## config.mk

```make
export PLATFORM = sky130hd
export DESIGN_NAME = circle_pixel_render
export DESIGN_NICKNAME = d
export VERILOG_FILES = /design/src/rtl/circle_pixel_render.sv
export SDC_FILE = /design/constraint.sdc
export NUM_CORES = 1
export LEC_CHECK = 0
export CAP_MARGIN = 25
export CORE_UTILIZATION = 60
export CTS_CLUSTER_SIZE = 40
export DETAILED_ROUTE_END_ITERATION = 8
export PLACE_DENSITY = 0.79
export SLEW_MARGIN = 20
export SYNTH_ARGS = -nofsm -noshare
export SYNTH_HDL_FRONTEND = slang
export SYNTH_SLANG_ARGS = --single-unit
export TNS_END_PERCENT = 50
```

## constraint.sdc

```tcl
create_clock -name clk -period 14.2 [get_ports clk]
set_input_delay 3.55 -clock clk [delete_from_list [all_inputs] [get_ports clk]]
set_output_delay 3.55 -clock clk [all_outputs]
set_load 0.01 [all_outputs]
```

## src/rtl/circle_pixel_render.sv

```systemverilog
// Purpose: renders a coloured ring (or, with CIRCLE_FILL_EN defined, a filled disc) around a per-frame latched centre.
// Latency: 3 cycles from pix_valid to out_valid, one pixel per cycle.
// Backpressure: none; the pipeline always advances, and bubbles travel through as out_valid=0.
module circle_pixel_render #(
    parameter int Radius           = 150,
    parameter int Line_Width       = 3,
    parameter int Bit_Wight        = 10,
    parameter int Frames_Per_Color = 32
) (
    input  logic                 clk,
    input  logic                 rst_n,
    input  logic [Bit_Wight-1:0] Centre_X,
    input  logic [Bit_Wight-1:0] Centre_Y,
    input  logic                 frame_start,
    input  logic                 pix_valid,
    input  logic [Bit_Wight-1:0] pix_x,
    input  logic [Bit_Wight-1:0] pix_y,
    input  logic [1:0]           SW,
    output logic [3:0]           oRed,
    output logic [3:0]           oGreen,
    output logic [3:0]           oBlue,
    output logic                 out_valid
);

    localparam int DW  = Bit_Wight + 1;       // signed delta width
    localparam int SQW = 2 * DW;              // square width
    localparam int D2W = SQW + 1;             // sum-of-squares width
    localparam int FCW = (Frames_Per_Color > 1) ? $clog2(Frames_Per_Color) : 1;

    localparam logic [D2W-1:0] R_OUT_SQ = D2W'(Radius * Radius);
    localparam logic [D2W-1:0] R_IN_SQ  = D2W'((Radius - Line_Width) * (Radius - Line_Width));
    localparam logic [Bit_Wight-1:0] CENTRE_RST = Bit_Wight'(Radius + Line_Width);
    localparam logic [FCW-1:0] FC_LAST = FCW'(Frames_Per_Color - 1);

    typedef enum logic [1:0] {
        ST_RED   = 2'd0,
        ST_GREEN = 2'd1,
        ST_BLUE  = 2'd2
    } colour_t;

    colour_t state, state_nxt;
    logic [FCW-1:0]       frame_cnt;
    logic                 cnt_wrap;
    logic [Bit_Wight-1:0] cx, cy;

    logic                 v1, v2;
    logic [DW-1:0]        dx_s1, dy_s1;
    logic [SQW-1:0]       sq_x_s2, sq_y_s2;
    logic signed [SQW-1:0] dx_ext, dy_ext;

    logic [D2W-1:0]       d2;
    logic                 pix_on;
    logic [3:0]           fsm_r, fsm_g, fsm_b;
    logic [3:0]           fg_r, fg_g, fg_b;
    logic                 fg_en;

    assign cnt_wrap = frame_start && (frame_cnt == FC_LAST);

    // Centre only moves at frame boundaries; a pixel on the same cycle still sees the old centre.
    always_ff @(posedge clk or negedge rst_n) begin
        if (!rst_n) begin
            cx <= CENTRE_RST;
            cy <= CENTRE_RST;
        end else if (frame_start) begin
            cx <= Centre_X;
            cy <= Centre_Y;
        end
    end

    // Frame counter: counts frame_start pulses, clears when the colour advances.
    always_ff @(posedge clk or negedge rst_n) begin
        if (!rst_n) begin
            frame_cnt <= '0;
        end else if (cnt_wrap) begin
            frame_cnt <= '0;
        end else if (frame_start) begin
            frame_cnt <= frame_cnt + 1'b1;
        end
    end

    // Colour FSM state register.
    always_ff @(posedge clk or negedge rst_n) begin
        if (!rst_n) begin
            state <= ST_RED;
        end else begin
            state <= state_nxt;
        end
    end

    // Colour FSM next state and per-state colour.
    always_comb begin
        state_nxt = state;
        fsm_r     = 4'h0;
        fsm_g     = 4'h0;
        fsm_b     = 4'h0;
        case (state)
            ST_RED: begin
                fsm_r = 4'hF;
                if (cnt_wrap) state_nxt = ST_GREEN;
            end
            ST_GREEN: begin
                fsm_g = 4'hF;
                if (cnt_wrap) state_nxt = ST_BLUE;
            end
            ST_BLUE: begin
                fsm_b = 4'hF;
                if (cnt_wrap) state_nxt = ST_RED;
            end
            default: begin
                state_nxt = ST_RED;
            end
        endcase
    end

    // Stage 1: signed offsets from the latched centre.
    always_ff @(posedge clk or negedge rst_n) begin
        if (!rst_n) begin
            v1    <= 1'b0;
            dx_s1 <= '0;
            dy_s1 <= '0;
        end else begin
            v1    <= pix_valid;
            dx_s1 <= {1'b0, pix_x} - {1'b0, cx};
            dy_s1 <= {1'b0, pix_y} - {1'b0, cy};
        end
    end

    // Sign-extend before squaring so the product is exact at full width.
    assign dx_ext = SQW'($signed(dx_s1));
    assign dy_ext = SQW'($signed(dy_s1));

    // Stage 2: squares (always non-negative, held unsigned).
    always_ff @(posedge clk or negedge rst_n) begin
        if (!rst_n) begin
            v2      <= 1'b0;
            sq_x_s2 <= '0;
            sq_y_s2 <= '0;
        end else begin
            v2      <= v1;
            sq_x_s2 <= unsigned'(dx_ext * dx_ext);
            sq_y_s2 <= unsigned'(dy_ext * dy_ext);
        end
    end

    // Sum gets one extra bit so it can never wrap.
    assign d2 = {1'b0, sq_x_s2} + {1'b0, sq_y_s2};

`ifdef CIRCLE_FILL_EN
    assign pix_on = (d2 <= R_OUT_SQ);
`else
    assign pix_on = (d2 >= R_IN_SQ) && (d2 <= R_OUT_SQ);
`endif

    // Foreground colour chosen by SW at the moment the pixel reaches stage 3.
    always_comb begin
        fg_r  = 4'h0;
        fg_g  = 4'h0;
        fg_b  = 4'h0;
        fg_en = 1'b1;
        case (SW)
            2'b00: begin
                fg_r = fsm_r;
                fg_g = fsm_g;
                fg_b = fsm_b;
            end
            2'b01: begin
                fg_r = 4'hF;
                fg_g = 4'hF;
                fg_b = 4'hF;
            end
            2'b10: begin
                fg_r = 4'hF;
            end
            default: begin
                fg_en = 1'b0;
            end
        endcase
    end

    // Stage 3: output register; RGB stays zero unless the pixel is valid and lit.
    always_ff @(posedge clk or negedge rst_n) begin
        if (!rst_n) begin
            out_valid <= 1'b0;
            oRed      <= 4'h0;
            oGreen    <= 4'h0;
            oBlue     <= 4'h0;
        end else begin
            out_valid <= v2;
            if (v2 && pix_on && fg_en) begin
                oRed   <= fg_r;
                oGreen <= fg_g;
                oBlue  <= fg_b;
            end else begin
                oRed   <= 4'h0;
                oGreen <= 4'h0;
                oBlue  <= 4'h0;
            end
        end
    end

endmodule

```

==> results.sh, run 1 <==
export IMPL_status="finished, final reports clean"
export IMPL_max_cap_violations=0
export IMPL_die_h_um=152
export IMPL_cts_setup_buffers=0
export IMPL_yosys_warnings=0
export IMPL_reg2reg_depth=21
export IMPL_crit_chain="nand2_1 -> fa_1 -> inv_1 -> fa_1 -> inv_1 -> fa_1 -> inv_1 -> fa_1 -> inv_1 -> fa_1 -> inv_1 -> ha_1 -> or2_2 -> a21oi_1 -> a31o_2 -> o21bai_1 -> nor2b_1 -> nor2_1 -> a2111oi_0 -> a21oi_1 -> xnor2_1"
export IMPL_crit_path_top_delay_cell="dfrtp_1"
export IMPL_ios=59
export IMPL_cts_root_buffer="clkbuf_16"
export IMPL_place_gp_congestion=0.848
export IMPL_cts_buffer_depth=2
export IMPL_first_pass_iters=5
export IMPL_area_growth_pct=7.77
export IMPL_fmax_mhz=164
export IMPL_fin_setup_tns_ps=0
export IMPL_min_path_cells=0
export IMPL_synth_xor_area_share_pct=5.21
export IMPL_cts_made_buffers=9
export IMPL_fin_crit_ps=6080
export IMPL_nets=1855
export IMPL_synthSimpleGateAreaFrac_pct=11.7
export IMPL_track_usage_pct=24.4
export IMPL_grt_pass1_wl_um=44300
export IMPL_path_clk_slew_ps=70
export IMPL_final_layout_size_suffix_gt1_share_pct=3.81
export IMPL_mostFrequentLayoutCells="inv_1 (360), fa_1 (204), ha_1 (139)"
export IMPL_antenna_cells=0
export IMPL_antenna_found_initial=0
export IMPL_gr_total_overflow=0
export IMPL_fin_skew_ps=12.9
export IMPL_wirelength_um=25000
export IMPL_vias_per_cell=5.30
export IMPL_synth_main_ff_cell="dfrtp_1"
export IMPL_synth_compound_area_share_pct=9.31
export IMPL_clkLatencyLatePin_ps=350
export IMPL_synth_area_um2=13400
export IMPL_synth_edf_count=0
export IMPL_rsz0062_at_grt="false"
export IMPL_syn_num_nets=1825
export IMPL_worst_slew_pin_slew_ps=806
export IMPL_r2r_end="sq_y_s2[21]"
export IMPL_syn_inst=1436
export IMPL_regToRegSetupSlack_ps=8120
export IMPL_ctsHoldBuffers=0
export IMPL_cp_end_kind="flop"
export IMPL_startpoint_type="flop"
export IMPL_critPathArrivalTime_ps=6310
export IMPL_ys_ff_latch=97
export IMPL_drcViolationCount=0
export IMPL_wl_per_cell_um=14.3
export IMPL_worst_setup_path_type="reg2reg"
export IMPL_cts_resized=0
export IMPL_async_reset_ff_share_pct=100
export IMPL_critPathMaxStageDelay_ps=650
export IMPL_drtIter0Drc=421
export IMPL_grt_max_degree=67
export IMPL_timing_final_crit_share_pct=42.8
export IMPL_synth_top_family_by_area="adder cells"
export IMPL_core_um2=21900
export IMPL_ys_seq_area_share_pct=18.1
export IMPL_crit_path_start="dy_s1[2]"
export IMPL_vias=9289
export IMPL_avgSynthCellArea_um2=9.36
export IMPL_die_area_um2=23000
export IMPL_cts_tree="yes"
export IMPL_min_from="v1"
export IMPL_finalHoldViolations=0
export IMPL_die_w_um=152
export IMPL_io_buffers=58
export IMPL_grt_pass1_vias=9889
export IMPL_synth_area_mux_share_pct=0.651
export IMPL_r2r_start="dy_s1[2]"
export IMPL_path_max_fanout=14
export IMPL_placementRows=54
export IMPL_initial_core_util_pct=61.4
export IMPL_clock_sinks=97
export IMPL_timing_slew_headroom_pct=46.3
export IMPL_h_tree_depth=3
export IMPL_synth_fa_ha_area_share_pct=43.3
export IMPL_final_common_cell="inv_1"
export IMPL_min_path_type="reg2reg"
export IMPL_cp_required_ps=14430
export IMPL_min_to="v2"
export IMPL_maxSlewViolCount=0
export IMPL_hpwl_um=21100
export IMPL_ys_types=68
export IMPL_setup_violations=0
export IMPL_ant_nets=0
metal layers:
| metal | track usage, % | share of wire (%) | up-vias |
|---|---|---|---|
| li1 | - | - | 4478 |
| met1 | 31.7 | 43 | 4600 |
| met2 | 43.8 | 52 | 179 |
| met3 | 2.75 | 3.7 | 32 |
| met4 | 5.59 | 1.5 | 0 |
| met5 | 0 | 0 | - |
area by class of cell:
| type | count | area [um^2] |
|---|---|---|
| clock buffers | 11 | 243 |
| clock inverters | 5 | 85.1 |
| fillers | 1737 | 7400 |
| inverters | 360 | 1350 |
| multi-input cells | 938 | 9430 |
| flip-flops and latches | 97 | 2440 |
| well taps | 280 | 350 |
| repair buffers | 60 | 593 |
cell usage after synthesis, types with 3 or more instances:
master	instances	area, um^2
fa_1	204	4080
mux2_2	6	67.6
nand2_1	109	409
nor2b_1	32	200
clkbuf_1	27	101
inv_1	360	1350
or3_1	3	18.8
o22ai_1	4	25.0
and2_1	37	231
a211oi_1	3	22.5
nor3_1	9	45.0
nand4_1	4	25.0
and3b_1	3	26.3
buf_4	10	75.1
o21bai_1	5	37.5
ha_1	139	1740
nand3b_1	3	22.5
dfrtp_1	89	2230
a21o_2	3	26.3
o21ai_0	48	240
dfstp_2	8	210
a21boi_0	13	97.6
o31ai_1	6	45.0
nand3_1	16	80.1
and3_1	8	50.1
a21oi_1	41	205
a21o_1	16	120
nand2b_1	10	62.6
o21a_1	6	45.0
a31oi_1	11	68.8
a211o_1	3	26.3
nor2_1	63	236
xnor2_1	64	561
xor2_1	16	140
o21ai_1	3	15.0
a22oi_1	3	22.5
or2_2	6	37.5
registers in the layout, indices dropped and copies added (netlist names):
| name | flops |
|---|---|
| sq_x_s2 | 21 |
| dx_s1 | 11 |
| sq_y_s2 | 21 |
| dy_s1 | 11 |
| oBlue | 1 |
| oRed | 1 |
| out_valid | 1 |
| cy | 10 |
| v2 | 1 |
| cx | 10 |
| v1 | 1 |
| oGreen | 1 |
| frame_cnt | 5 |
| state | 2 |
critical path, delay by kind of cell, from the launching register on:
family                   cells  cell delay [ps]
buffers and inverters        5              260
AO/OA/AOI/OAI                5             1290
XOR/XNOR                     1              150
adder cells (fa/ha/maj)      6             2910
flip-flops                   1              650
AND/OR/NAND/NOR              4              700
stage by stage:
stage | cells | area, um^2 | setup WS (ps) | hold WS (ps) | utilization (%)
2_1_floorplan | 1436 | 13400 | 8520 | 331 | -
3_3_place_gp | 1735 | 14200 | 7960 | 333 | 64.7
3_5_place_dp | 1735 | 14200 | 7930 | 343 | 64.7
4_1_cts | 1751 | 14500 | 8060 | 358 | 66.2
5_1_grt | 1751 | 14500 | 7640 | 379 | 66.2
6_report | 1751 | 14500 | 8120 | 358 | 66.2
worst max path at each step:
stage             endpoint  slack [ps]  cells after the start
4_1_cts        sq_y_s2[21]        8060                     21
6_report       sq_y_s2[21]        8120                     21
5_1_grt        sq_y_s2[21]        7640                     21
2_1_floorplan  sq_y_s2[21]        8520                     22
3_3_place_gp      dx_s1[9]        7960                     11
3_5_place_dp      dx_s1[9]        7930                     11
logic make-up (layout without fill, tap and decap cells):
family	count (synthesis)	count (layout)
adders and majority gates	343	343
muxes	8	8
xor gates and xnor gates	80	80
DFF	97	97
and+or+nand+nor	318	318
AOI/OAI and AO/OA	189	189
buffers and inverters	401	436
Power of run 1 is left out: the tool's default activity adds up to more than one toggle a clock period on the data nets, which glitch-free logic cannot reach.
==> inputs of run 2 (changes only) <==
==> constraint.sdc (replaced) <==
create_clock -name clk -period 5.6 [get_ports clk]
set_input_delay 1.4 -clock clk [delete_from_list [all_inputs] [get_ports clk]]
set_output_delay 1.4 -clock clk [all_outputs]
set_load 0.01 [all_outputs]
==> results.sh, run 2 (synthesized netlist as in run 1, its figures left out) <==
export IMPL_grt_pass1_wl_um=45500
export IMPL_final_common_cell="inv_1"
export IMPL_drtIter0Drc=413
export IMPL_status="finished, final reports clean"
export IMPL_nets=1886
export IMPL_io_buffers=58
export IMPL_die_area_um2=23000
export IMPL_design_area_um2=14800
export IMPL_cts_made_buffers=9
export IMPL_largestRegisters="sq_x_s2 x21, sq_y_s2 x21"
export IMPL_hpwl_um=21800
export IMPL_vias_per_cell=5.33
export IMPL_cp_end_kind="flop"
export IMPL_clkLatencyLatePin_ps=360
export IMPL_wl_per_cell_um=14.7
export IMPL_area_growth_pct=9.87
export IMPL_drcViolationCount=0
export IMPL_place_ws_ps=15.1
export IMPL_rsz0062_at_grt="true"
export IMPL_wirelength_um=26200
export IMPL_gr_total_overflow=0
export IMPL_mostFrequentLayoutCells="inv_1 (360), fa_1 (202), ha_1 (138)"
export IMPL_fin_ws_ps=186
export IMPL_antenna_found_initial=0
export IMPL_fin_crit_ps=5410
export IMPL_worst_setup_path_type="reg2reg"
export IMPL_worst_slew_pin_slew_ps=823
export IMPL_initial_core_util_pct=61.4
export IMPL_fill_cells=1714
export IMPL_path_max_fanout=21
export IMPL_place_gp_congestion=0.882
export IMPL_crit_chain="and2_1 -> fa_1 -> inv_1 -> fa_1 -> inv_1 -> fa_1 -> fa_1 -> inv_1 -> fa_1 -> inv_1 -> ha_1 -> or3_1 -> o21ai_0 -> nor2_2 -> a2111oi_4 -> a21oi_2 -> xnor2_1"
export IMPL_placementRows=54
export IMPL_antenna_cells=0
export IMPL_first_pass_iters=5
export IMPL_fin_skew_ps=9.72
export IMPL_placed_area_um2=14400
export IMPL_h_tree_depth=3
export IMPL_die_w_um=152
export IMPL_final_layout_size_suffix_gt1_share_pct=7.39
export IMPL_setup_violations=0
export IMPL_critPathMaxStageDelay_ps=560
export IMPL_max_cap_violations=0
export IMPL_timing_slew_headroom_pct=45.1
export IMPL_track_usage_pct=25.3
export IMPL_cts_buffer_depth=2
export IMPL_grt_max_degree=64
export IMPL_cp_required_ps=5840
export IMPL_startpoint_type="flop"
export IMPL_cts_tree="yes"
export IMPL_finalHoldViolations=0
export IMPL_maxSlewViolCount=0
export IMPL_regToRegSetupSlack_ps=190
export IMPL_min_path_type="reg2reg"
export IMPL_die_h_um=152
export IMPL_cp_common_cell="fa_1"
export IMPL_ant_nets=0
export IMPL_crit_path_top_delay_cell="fa_1"
export IMPL_vias=9503
export IMPL_cts_root_buffer="clkbuf_16"
export IMPL_fmax_mhz=185
export IMPL_grt_pass1_vias=10200
export IMPL_critPathArrivalTime_ps=5650
export IMPL_core_um2=21900
export IMPL_ios=59
export IMPL_path_clk_slew_ps=70
export IMPL_clock_sinks=97
export IMPL_timing_final_crit_share_pct=96.7
==> run 2: cell types whose count changed in the layout (fill, tap and decap cells not counted), moves of 5 or more <==
cell,previous run,this run
dfrtp_2,0,8
a21oi_1,41,36
buf_4,3,34
dfrtp_1,89,81
a21oi_2,0,5
==> run 2: final timing paths <==
path | start | endpoint | depth (start not counted)
worst max-delay path | dy_s1[10] | sq_y_s2[21] | 17
worst min-delay path | v1 | v2 | 0
worst max register to register | dy_s1[10] | sq_y_s2[21] | 17
worst min register to register | v1 | v2 | 0
max in group asynchronous | rst_n | cx[0] | 2
min in group asynchronous | rst_n | sq_x_s2[5] | 1
==> run 2: timing repair <==
| action | CTS | global route |
|---|---|---|
| setup buffers | 0 | 2 |
| pin swaps | 0 | 6 |
| setup endpoints to repair | 1 | 8 |
| hold buffers | 0 | 0 |
| gates cloned | 0 | 0 |
| resized for setup | 1 | 24 |
==> run 2: final cells by class <==
type                       instances  area, um^2  area share (%)
multi-input combinational        938        9510            64.4
sequential                        97        2450            16.6
clock inverter                     6        50.0           0.339
tap                              280         350            2.37
timing repair buffer              91         826            5.59
clock buffer                      10         239            1.62
inverter                         360        1350            9.15
==> run 2: worst max-delay path: cells and delay by family, from the launching register on <==
kind                       cells  cell delay, ps
adders and majority gates      6            2980
AOI/OAI and AO/OA              3             710
and+or+nand+nor                3             670
DFF                            1             550
buffers and inverters          4             250
xor gates and xnor gates       1             140
==> run 2: metrics by stage <==
stage	util, %	hold slack (ps)	TNS (ps)	cells
3_5_place_dp	65.7	342	0	1764
3_3_place_gp	65.7	334	0	1764
6_report	67.5	358	0	1782
2_1_floorplan	-	331	0	1436
4_1_cts	67.0	358	0	1780
5_1_grt	67.5	361	-50.7	1782
==> run 2: per-layer routing <==
| layer | up-vias | routed length (um) | GRT usage [%] |
|---|---|---|---|
| li1 | 4544 | - | - |
| met1 | 4676 | 11000 | 32.1 |
| met2 | 240 | 13500 | 44.9 |
| met3 | 43 | 1240 | 3.95 |
| met4 | 0 | 521 | 6.53 |
| met5 | - | 0 | 0 |
Power of run 2 is left out for the same reason.
